--- src/rtl/pipe_reg.sv ---
// rtl/pipe_reg.sv - valid-tagged register pipeline with stall and flush
// Optional feature macro: PIPE_REG_BUBBLE_COLLAPSE_EN (stalled entries close up bubbles)
module pipe_reg #(
  parameter int                WIDTH     = 32,
  parameter int                STAGES    = 2,
  parameter logic [WIDTH-1:0]  RESET_VAL = '0
) (
  input  logic                         clk,
  input  logic                         clr,
  input  logic                         en,
  input  logic                         flush,
  input  logic [WIDTH-1:0]             in_data,
  input  logic                         in_valid,
  output logic                         in_ready,
  output logic [WIDTH-1:0]             out_data,
  output logic                         out_valid,
  output logic [$clog2(STAGES+1)-1:0]  count
);

  localparam int CW = $clog2(STAGES + 1);

  logic [WIDTH-1:0]  d [STAGES];
  logic [STAGES-1:0] v;
  logic [STAGES-1:0] adv;

`ifdef PIPE_REG_BUBBLE_COLLAPSE_EN
  // A stage may load when the stall is lifted or any stage at or after it is empty.
  always_comb begin
    logic open;
    adv  = '0;
    open = en;
    for (int k = STAGES - 1; k >= 0; k--) begin
      open   = open | ~v[k];
      adv[k] = open;
    end
  end
`else
  always_comb begin
    adv = {STAGES{en}};
  end
`endif

  assign in_ready = adv[0];

  always_ff @(posedge clk) begin
    if (clr) begin
      for (int k = 0; k < STAGES; k++) begin
        d[k] <= RESET_VAL;
      end
      v <= '0;
    end else begin
      // Data moves with adv regardless of validity; flush only touches valid bits.
      if (adv[0]) begin
        d[0] <= in_data;
      end
      for (int k = 1; k < STAGES; k++) begin
        if (adv[k]) begin
          d[k] <= d[k-1];
        end
      end
      if (flush) begin
        v <= '0;
      end else begin
        if (adv[0]) begin
          v[0] <= in_valid;
        end
        for (int k = 1; k < STAGES; k++) begin
          if (adv[k]) begin
            v[k] <= v[k-1];
          end
        end
      end
    end
  end

  always_comb begin
    count = '0;
    for (int k = 0; k < STAGES; k++) begin
      count = count + CW'(v[k]);
    end
  end

  assign out_data  = d[STAGES-1];
  assign out_valid = v[STAGES-1];

endmodule

--- config.mk ---
export PLATFORM = sky130hd
export DESIGN_NAME = pipe_reg
export DESIGN_NICKNAME = d
export VERILOG_FILES = /design/src/rtl/pipe_reg.sv
export SDC_FILE = /design/constraint.sdc
export NUM_CORES = 1
export LEC_CHECK = 0
export CAP_MARGIN = 0
export CORE_ASPECT_RATIO = 0.75
export CORE_MARGIN = 8
export CORE_UTILIZATION = 45
export CTS_BUF_LIST = sky130_fd_sc_hd__clkbuf_4
export CTS_CLUSTER_DIAMETER = 80
export CTS_CLUSTER_SIZE = 14
export DETAILED_ROUTE_END_ITERATION = 12
export GPL_ROUTABILITY_DRIVEN = 0
export PLACE_DENSITY = 0.88
export SKIP_CTS_REPAIR_TIMING = 1
export SLEW_MARGIN = 20
export SYNTH_ARGS = -nofsm -noshare
export SYNTH_HDL_FRONTEND = slang
export SYNTH_SLANG_ARGS = --single-unit
export TNS_END_PERCENT = 1
--- constraint.sdc ---
create_clock -name clk -period 1.5 [get_ports clk]
set_input_delay 0.3 -clock clk [delete_from_list [all_inputs] [get_ports clk]]
set_output_delay 0.3 -clock clk [all_outputs]
set_load 0.05 [all_outputs]
* After elaboration in Yosys (flattened, before gate mapping)
Memories as Yosys holds them, arrays and structs flattened.
Index checks and enable logic that the tools add are counted.
** Word-level totals
- Register bits after elaboration :: 2
- RAM bits :: 64
- Bits of input ports :: 37
- Output and inout port bits :: 36
- Word-level logic and storage cells :: 13
- Memories kept :: 1
** Memory list
- d :: depth 2, bits a word 32, read ports 2, clocked after memory_dff 0, wr ports 2, RTL line 22 : logic [WIDTH-1:0] d [STAGES];
** Cells by class
- Add/subtract/negate cells :: 1
- Muxes and demuxes :: 7
- Bitwise logic cells :: 2
- Reduce and logical (&&, ||, !) cells :: 1
** Operators with widths (number)
- 32-bit two-way mux :: 2
- 1-bit two-way mux :: 5
- 1-bit by 1-bit adder with 2-bit output :: 1
- 1-bit bitwise OR :: 2
- 2-bit OR reduction :: 1

* Depth between registers and ports, before layout
Gate-level depths: netlist (run 1).
- Depth after elaboration :: 4
- Depth in mapped cells :: 4
- Mapped depth without buffers :: 2

* Worst setup path before layout (run 1)
Ideal clock, no wire load.
- Path type :: input -> register
- Start point :: in clr
- End point :: mem d[0][0] (enable)
- Setup time :: 394 ps
- Arrival time :: 1127 ps
- Path slack :: -21 ps
- Cell stages on the path :: 1
- Cell sequence :: or2_2
** RTL lines
- start: declaration :: RTL line 9 : input logic clr,
- end: declaration :: RTL line 22

* Final worst setup path (run 1)
- Start point :: reg v[1]
- End point :: out count[0]
** Between the ends
- Cells in the longest elaborated chain, start to end :: 1
** RTL lines
- start: declaration :: RTL line 23 : logic [STAGES-1:0] v;
- start signal: indexed assignment :: RTL line 69 : v[k] <= v[k-1];
- 1-bit by 1-bit adder with 2-bit output :: RTL line 79 : count = count + CW'(v[k]);
- end: declaration :: RTL line 17 : output logic [$clog2(STAGES+1)-1:0] count
Every way passes these cells.

==> results of run 1 <==
logic make-up (layout without fill, tap and decap cells):
| family | after synthesis | count (layout) |
|---|---|---|
| adder cells (fa/ha/maj) | 1 | 1 |
| AND/OR/NAND/NOR | 68 | 68 |
| flip-flops | 66 | 66 |
| buffers and inverters | 40 | 98 |
| multiplexers | 2 | 2 |
sequential cells by signal, indices dropped and copies added (netlist names):
| signal | flops |
|---|---|
| d | 64 |
| v | 2 |
worst max-delay path: cells and delay by family, from the launching register on:
kind	cells	cell delay (ns)
DFF	1	0.40
buffers and inverters	1	0.14
adders and majority gates	1	0.22
stage by stage:
stage               instances  instance area (sq um)  hold slack [ns]  setup slack, ns
floorplan                 177                   2810            0.377           0.0232
global placement          300                   3780            0.502           -0.107
detailed placement        300                   3780            0.501           -0.124
CTS                       316                   3920            0.458          -0.0746
global route              316                   3940            0.440          -0.0141
finish                    316                   3940            0.403           0.0500
layer usage:
metal / GRT usage (%) / share of wire, % / up-vias
met1: 9.16 / 35 / 596
met5: 0 / 0 / -
met2: 16.2 / 53 / 52
met3: 5.97 / 11 / 4
li1: - / - / 673
met4: 5.35 / 1.2 / 0
cell type report:
class,instances,area (sq um)
fillers,430,2220
multi-input cells,71,512
clock inverters,6,66.3
flip-flops and latches,66,1960
well taps,81,101
clock buffers,10,75.1
repair buffers,82,1220
worst min-delay path by stage:
stage | end | from | slack, ns
floorplan | v[0] | flush | 0.38
global placement | d[0][50] | d[0][18] | 0.50
detailed placement | d[0][56] | d[0][24] | 0.50
CTS | v[1] | flush | 0.46
global route | v[0] | en | 0.44
finish | v[0] | en | 0.40
power by group:
| part | switching [uW] | total, uW | internal, uW |
|---|---|---|---|
| Clock | 611 | 1140 | 530 |
| Combinational | 328 | 709 | 381 |
| Sequential | 59.8 | 2220 | 2160 |
Yosys cell counts:
library cell  count
buf_8             6
nor3_1            2
buf_6             1
dfxtp_1           2
edfxtp_1         64
ha_1              1
or2_2             1
nor2b_4           1
and2_1           37
mux2i_1           2
buf_4            33
and2_2           27
==> flow_metrics.env, run 1 <==
export IMPL_io_buffers=72
export IMPL_num_vias=1325
export IMPL_rr_startpoint="d[0][31]"
export IMPL_top_level_ports=73
export IMPL_core_region_area_sq_um=6160
export IMPL_grt_pass1_vias=1350
export IMPL_drv_slew=0
export IMPL_synth_xor_area_share_pct=0
export IMPL_nets=268
export IMPL_num_rows=25
export IMPL_antenna_found_initial=0
export IMPL_drtIter0Drc=35
export IMPL_clkSinkCount=66
export IMPL_grt_usage_pct=9.80
export IMPL_drc=0
export IMPL_htree_levels=3
export IMPL_setup_violations=0
export IMPL_max_cap_violations=0
export IMPL_cp_start_kind="register"
export IMPL_timing_rr_end="d[0][63]"
export IMPL_worstHoldPathType="in2reg"
export IMPL_synth_compound_area_share_pct=0
export IMPL_grt_overflow=0
export IMPL_antennaDiodeCount=0
export IMPL_slowest_delay_ns=0.40
export IMPL_syn_instance_count=177
export IMPL_cp_slowest_cell="dfxtp_2"
export IMPL_critPathLaunch="v[1]"
export IMPL_tightestPinTransition_ns=0.145
export IMPL_synth_distinct_cells=12
export IMPL_fin_util_pct=63.9
export IMPL_viasPerCell=4.19
export IMPL_synth_area_sq_um=2810
export IMPL_maxSlewHeadroom_pct=90.1
export IMPL_yosys_register_bits=66
export IMPL_finalSetupTns_ns=0
export IMPL_syn_to_final_growth_pct=40.3
export IMPL_worstPathMaxFanout=3
export IMPL_dr_pass1_iters=4
export IMPL_ir_drop_v=0.000510
export IMPL_syn_nets=215
export IMPL_rsz0062_at_grt="true"
export IMPL_yosys_warnings=0
export IMPL_synth_area_leaders="edfxtp_1, buf_4, and2_1, and2_2, buf_8"
export IMPL_cts_tree="built"
export IMPL_worstHoldPathCells=4
export IMPL_seq_area_frac_synth_pct=69.9
export IMPL_syn_area_per_cell_sq_um=15.9
export IMPL_timing_final_crit_share_pct=96.7
export IMPL_crit_path_end_kind="output port"
export IMPL_drive_above_1_share_pct=39.6
export IMPL_grt_max_degree=41
export IMPL_yosys_area_share_adder_pct=0.446
export IMPL_clkSlewWorstSetupHoldPaths_ns=0.10
export IMPL_status="finished, final reports clean"
export IMPL_finClkSkew_ns=0.00554
export IMPL_required_ns=1.20
export IMPL_fmax_mhz=690
export IMPL_arrival_ns=1.15
export IMPL_drtAntennaViolNets=0
export IMPL_worst_skew_pair_late_latency_ns=0.38
export IMPL_r2r_setup_slack_ns=0.70
export IMPL_power_uw=4070
export IMPL_final_common_cell="edfxtp_1"
export IMPL_hold_viol=0
export IMPL_initial_core_util_pct=45.6
export IMPL_synth_top_area_share_pct=68.4
export IMPL_dieArea_sq_um=9050
export IMPL_root_buffer="clkbuf_4"
export IMPL_synth_top_family_by_area="simple AND/OR/NAND/NOR gates"
export IMPL_endpoint="count[0]"
export IMPL_leakagePower_uw=0.00156
export IMPL_grt_pass1_wl_microns=6690
export IMPL_critPathKind="reg2out"
export IMPL_crit_chain="ha_4 > buf_12"
export IMPL_clockBufferDepth=2
export IMPL_yosysTopAreaCell="edfxtp_1"
export IMPL_final_cell_mix="edfxtp_1, buf_12, and2_1"
export IMPL_fin_crit_ns=1.45
export IMPL_hpwl_microns=3160
export IMPL_wirelength_microns=4160
export IMPL_synthMuxAreaShare_pct=0.713
export IMPL_die_h_microns=84.4
export IMPL_routedWlPerCell_microns=13.2
export IMPL_power_density_nw_per_um2=1030
export IMPL_yosys_area_share_simple_pct=16.5
export IMPL_chipWidth_microns=107
export IMPL_numCtsBuffers=9
export IMPL_ff2ff_path_depth=1
Power figures use the tool's default switching activity.
==> inputs of run 2 (changes only) <==
- CORE_UTILIZATION: 45 -> 59
- DONT_BUFFER_PORTS: default -> 1
==> run 2 against run 1 <==
  * Final area fell by 28%
  * Worst hold slack lost 0.31 ns
  * Non-clock buffer count is 73 lower
  * Clock skew barely moved
  * Critical endpoint unchanged
  * Largest cell class unchanged
  * Cell count fell by 31%
==> flow_metrics.env, run 2 (synthesis results as in run 1) <==
export IMPL_status="finished, final reports clean"
export IMPL_worstHoldPathType="in2reg"
export IMPL_nets=195
export IMPL_largest_reg_flops=64
export IMPL_ir_drop_v=0.000662
export IMPL_htree_levels=3
export IMPL_critPathKind="reg2out"
export IMPL_leakagePower_uw=0.00109
export IMPL_use_met2_pct=18.4
export IMPL_numPlacedInstances=200
export IMPL_viasPerCell=4.98
export IMPL_drtIter0Drc=104
export IMPL_dr_pass1_iters=4
export IMPL_dieArea_sq_um=7240
export IMPL_fin_crit_ns=1.45
export IMPL_num_rows=21
export IMPL_path_buf_inv=1
export IMPL_grt_overflow=0
export IMPL_num_vias=1090
export IMPL_drtAntennaViolNets=0
export IMPL_cp_slowest_cell="dfxtp_2"
export IMPL_crit_family="flip-flops"
export IMPL_chipWidth_microns=95.7
export IMPL_grt_max_degree=65
export IMPL_core_region_area_sq_um=4520
export IMPL_largestRegisters="d (64), v (2)"
export IMPL_nFillCells=336
export IMPL_power_density_nw_per_um2=1360
export IMPL_antennaDiodeCount=0
export IMPL_root_buffer="clkbuf_4"
export IMPL_drc=0
export IMPL_use_met3_pct=9.35
export IMPL_tightestPinTransition_ns=0.489
export IMPL_wirelength_microns=3910
export IMPL_top_usage_layer="met2"
export IMPL_timing_final_crit_share_pct=96.8
export IMPL_numCtsBuffers=9
export IMPL_grt_pass1_vias=1107
export IMPL_routedWlPerCell_microns=17.8
export IMPL_grt_usage_pct=11.2
export IMPL_cts_tree="built"
export IMPL_grt_pass1_wl_microns=5550
export IMPL_maxSlewHeadroom_pct=67.5
export IMPL_io_buffers=0
export IMPL_setup_violations=0
export IMPL_clkSinkCount=66
export IMPL_crit_path_end_kind="output port"
export IMPL_drv_slew=0
export IMPL_arrival_ns=1.15
export IMPL_top_level_ports=73
export IMPL_rsz0062_at_grt="true"
export IMPL_layout_cells_non_filler=219
export IMPL_slowest_delay_ns=0.35
export IMPL_max_cap_violations=0
export IMPL_regMostFlops="d"
export IMPL_initial_core_util_pct=62.1
export IMPL_die_h_microns=75.7
export IMPL_fmax_mhz=689
export IMPL_hold_viol=0
export IMPL_hpwl_microns=2670
export IMPL_final_cell_mix="edfxtp_1, and2_1, and2_2"
export IMPL_syn_to_final_growth_pct=0.490
export IMPL_fin_util_pct=62.4
export IMPL_worstPathMaxFanout=3
export IMPL_final_common_cell="edfxtp_1"
export IMPL_finClkSkew_ns=0.00553
export IMPL_grt_util_met1_pct=9.38
export IMPL_clockBufferDepth=2
export IMPL_required_ns=1.20
export IMPL_drive_above_1_share_pct=32.7
export IMPL_crit_chain="ha_4 > buf_12"
export IMPL_clkSlewWorstSetupHoldPaths_ns=0.10
export IMPL_cp_start_kind="register"
export IMPL_worst_skew_pair_late_latency_ns=0.40
export IMPL_antenna_found_initial=0
-- run 2: metrics by stage --
stage | setup WS, ns | hold WS [ns] | power [uW] | area (sq um) | setup TNS (ns)
6_report | 0.0476 | 0.0904 | 3830 | 2820 | 0
5_1_grt | -0.0155 | 0.0488 | 3970 | 2820 | -0.0155
4_1_cts | -0.0587 | -0.0600 | 3870 | 2780 | -0.0587
3_5_place_dp | 0.389 | 0.380 | 2590 | 2620 | 0
3_3_place_gp | 0.422 | 0.379 | 2580 | 2620 | 0
2_1_floorplan | 0.0232 | 0.377 | 2640 | 2810 | 0
-- run 2: per-layer routing --
metal / wire (microns) / vias to the layer above / part of all wire (%)
met4: 29 / 0 / 0.74
met1: 1340 / 505 / 34
li1: - / 529 / -
met5: 0 / - / 0
met2: 2070 / 52 / 53
met3: 475 / 4 / 12
-- run 2: where the power goes --
group,switching (uW),leakage (uW),internal (uW)
Combinational,73.5,0.000292,62.0
Clock,608,0.0000835,672
Sequential,248,0.000716,2170
Total,929,0.00109,2900
-- run 2: area by class of cell --
| cell class | instances | area [sq um] | area share, % |
|---|---|---|---|
| clock buffer | 9 | 67.6 | 2.39 |
| clock inverter | 7 | 93.8 | 3.33 |
| multi-input combinational | 71 | 512 | 18.1 |
| sequential | 66 | 1960 | 69.6 |
| tap | 57 | 71.3 | 2.53 |
| timing repair buffer | 9 | 113 | 3.99 |
-- run 2: final timing paths --
path	start	endpoint	slack, ns	cells past startpoint
worst max-delay path	v[0]	count[0]	0.05	2
worst min-delay path	in_data[9]	d[0][9]	0.09	1
worst max register to register	v[1]	v[1]	0.08	4
worst min register to register	d[0][14]	d[0][46]	0.52	1
==> edit 1 (settings of run 2) <==
The parameter `WIDTH` goes from 32 to 64.
--- a/src/rtl/pipe_reg.sv
+++ b/src/rtl/pipe_reg.sv
@@ -3,3 +3,3 @@
 module pipe_reg #(
-  parameter int                WIDTH     = 32,
+  parameter int                WIDTH     = 64,
   parameter int                STAGES    = 2,
Ports: changed (resized in_data and out_data); port bits go from 73 to 137. No check against the original RTL was run, so the function may have changed too.
==> edit 1 against run 2 <==
  * The run now ends with negative setup slack left
  * Register-to-register slack barely moved
  * Area after synthesis up 93%
  * Design area is 120% higher
  * Worst setup slack worse by 0.10 ns
  * Sequential cell count increased by 64
  * Sequential share of layout area shrank 6.0 points
  * Total power is 92% higher
  * Wire length up 130%
  * Global-route usage increased by 1.7 points
  * First-iteration DRC count increased by 4.8%
==> edit 1: results (changes against run 2) <==
Cells and area
  • Clkbuf count: 18 (was 9)
  • Final nets: 430 (was 195)
  • Multi-input logic area: 991 um2 (was 512 um2)
  • FILL cells: 584 (was 336)
  • NonClk Buf Share: 13.6% (was 3.99%)
  • Clk tree area frac: 4.34% (was 5.72%)
  • Area added between synthesis and finish: 12.5% (was 0.490%)
  • Seq. cell area: 0.00389 mm2 (was 0.00196 mm2)
  • Buffers outside the clock class: 76 (was 9)

Timing
  • Post-Route Setup TNS: -0.0551 ns (was 0 ns)
  • Worst Slack Setup Final: -0.0551 ns (was 0.0476 ns)
  • Setup violators final: 1 (was 0)

Synthesis
  • Adder-cell share of the synthesized area: 0.230% (was 0.446%)
  • Post-synth EDFFs: 128 (was 64)
  • Synth top cells by count: edfxtp_1 (128), and2_2 (90), buf_4 (65) (was edfxtp_1 (64), and2_1 (37), buf_4 (33))
  • Synthesized net count: 414 (was 215)

Power
  • Switching share of power: 27.1% (was 24.3%)
  • Reg power frac: 64.9% (was 63.0%)
  • VDD IR max: 0.674 mV (was 0.662 mV)
  • Share of total power in the clock network: 29.7% (was 33.4%)
  • Sequential Power: 4.78 mW (was 2.41 mW)

Place
  • Worst slack, placed: 0.383 ns (was 0.389 ns)

Outcome
  • Run status: complete, but fails checks (was finished, final reports clean)
  • Violated checks: negative setup slack

Global route
  • Total GRT Usage: 12.9% (was 11.2%)
  • First-pass GRT wire length: 11800 um (was 5550 um)
  • Largest net degree at the start of global routing: 83 (was 65)
  • GR Util met3: 5.93% (was 9.35%)

Clocking
  • CTS buffer count: 17 (was 9)

Detailed routing
  • Per-cell routed wire length: 18.2 um (was 17.8 um)

Setup path
  • CP Data Arrival Time: 1.26 ns (was 1.15 ns)
## edit 1: changes by cell type in the layout (fill, tap and decap cells not counted), sizes merged
cell | before | now
and2 | 64 | 128
clkinv | 4 | 3
dlygate4sd3 | 3 | 68
buf | 6 | 8
clkbuf | 9 | 18
inv | 0 | 5
bufinv | 2 | 1
edfxtp | 64 | 128
clkinvlp | 1 | 5
## edit 1: per-layer routing
| layer | part of all wire [%] | wire length [um] |
|---|---|---|
| met1 | 39 | 3440 |
| met2 | 53 | 4670 |
| met3 | 6.9 | 607 |
| met4 | 1.2 | 106 |
| met5 | 0 | 0 |
## edit 1: path summary, 6_finish.rpt
check	start	endpoint	slack, ns	cells past startpoint
hold / removal	clr	d[0][7]	0.29	2
setup reg to reg	v[1]	v[1]	0.08	4
hold reg to reg	d[0][61]	d[0][125]	0.53	1
setup / recovery	v[0]	count[0]	-0.06	2
==> edit 2 (config.mk and constraints of run 2) <==
Without the edit above. Put a register stage on the output `count`. The value now appears one clock later. The other outputs are not delayed to match.
--- a/src/rtl/pipe_reg.sv
+++ b/src/rtl/pipe_reg.sv
@@ -20,2 +20,4 @@
   localparam int CW = $clog2(STAGES + 1);
+
+  logic [$clog2(STAGES+1)-1:0] count_d;
 
@@ -76,5 +78,5 @@
   always_comb begin
-    count = '0;
+    count_d = '0;
     for (int k = 0; k < STAGES; k++) begin
-      count = count + CW'(v[k]);
+      count_d = count_d + CW'(v[k]);
     end
@@ -85,2 +87,6 @@
 
+  always_ff @(posedge clk) begin
+    count <= count_d;
+  end
+
 endmodule
Formal check against the unedited RTL: not equivalent (Yosys sat finds a counterexample within 4 cycles, from zero or initial values).
==> edit 2 against run 2 <==
  * Total power decreased by 7.8%
  * Wire length shrank 5.7%
  * Sequential share of layout area rose by 2.8 points
  * Synthesized cell count is 1.1% higher
  * Sequential cell count up 2
  * Worst setup slack improved by 0.11 ns
  * Global-route usage is 0.38 points lower
  * Design area shrank 2.1%
  * Area after synthesis rose by 1.4%
  * Critical path type unchanged
==> edit 2: results (changes against run 2) <==
Outcome
  • Run status: finished, final reports clean (unchanged)

Synthesis
  • Post-synthesis sequential area ratio: 70.3% (was 69.9%)
  • Share of the synthesized area in the top cell type: 67.5% (was 68.4%)
  • Synth area leaders: edfxtp_1 (67%), buf_4 (8.7%), and2_1 (8.1%) (was edfxtp_1 (68%), buf_4 (8.8%), and2_1 (8.2%))
  • Synthesized net count: 217 (was 215)

Setup path
  • Critical R2R Launch: v[0] (was v[1])
  • Crit. Startpoint: d[0][58] (was v[0])
  • R2r worst-path depth: 3 (was 4)
  • FF-to-FF End: v[0] (was v[1])

Detailed routing
  • Met2 WL: 1850 um (was 2070 um)
  • Via density: 4.81 (was 4.98)
  • Routed met3 length: 214 um (was 475 um)
  • DRT met1 WL: 1510 um (was 1340 um)

Global route
  • Met2 usage: 16.0% (was 18.4%)
  • GR Util met3: 5.12% (was 9.35%)
  • Vias in the first global route: 1102 (was 1107)
  • Met1 Usage GRT: 11.2% (was 9.38%)

Clocking
  • Clk_lat worst skew: 0.37 ns (was 0.40 ns)

Timing
  • Final hold slack: 0.115 ns (was 0.0904 ns)
  • Clk_skew: 0.00826 ns (was 0.00553 ns)

Power
  • Pleak: 1.08 nW (was 1.09 nW)
  • VDD IR max: 0.747 mV (was 0.662 mV)

Cells and area
  • Top Registers: d (64), count (2), v (2) (was d (64), v (2))
  • Layout cells sized above 1: 28.8% (was 32.7%)

Worst hold path
  • Hold Path Sink: d[0][5] (was d[0][9])
  • Hold Startpoint: in_data[5] (was in_data[9])
==> edit 2: per-stage QoR <==
stage | std cells | worst slack (ns) | instance area, um2 | util (%) | power (mW)
2_1_floorplan | 179 | 0.296 | 2850 | - | 2.70
3_3_place_gp | 204 | 0.410 | 2630 | 55.1 | 2.63
3_5_place_dp | 204 | 0.391 | 2630 | 55.1 | 2.65
4_1_cts | 220 | 0.114 | 2730 | 57.4 | 3.57
5_1_grt | 223 | 0.0800 | 2760 | 58.0 | 3.69
6_report | 223 | 0.155 | 2760 | 58.0 | 3.53
==> edit 2: logic make-up (layout without fill, tap and decap cells) <==
| family | after synthesis | count (layout) | synth area share, % |
|---|---|---|---|
| adders and majority gates | 1 | 1 | 0.439 |
| DFF | 68 | 68 | 70.3 |
| muxes | 2 | 2 | 0.703 |
| buffers and inverters | 40 | 24 | 12.3 |
| and+or+nand+nor | 68 | 68 | 16.3 |
==> edit 2: worst max-delay path by stage <==
stage	to	slack [ns]	depth (start not counted)
floorplan	d[0][0]	0.30	1
global placement	d[0][48]	0.41	3
detailed placement	d[0][17]	0.39	3
CTS	out_data[26]	0.11	0
global route	out_data[26]	0.08	0
finish	out_data[26]	0.16	0
==> edit 2: report_power, final <==
part	switching [mW]	internal [mW]	leakage, nW	total, mW
Combinational	0.0668	0.0591	0.282	0.126
Sequential	0.252	2.22	0.731	2.47
Clock	0.555	0.380	0.0638	0.935
==> edit 2: area by class of cell <==
| type | count | area, um2 |
|---|---|---|
| flip-flops and latches | 68 | 2000 |
| well taps | 60 | 75.1 |
| repair buffers | 8 | 80.1 |
| fillers | 372 | 2000 |
| multi-input cells | 71 | 499 |
| clock inverters | 4 | 16.3 |
| clock buffers | 12 | 90.1 |
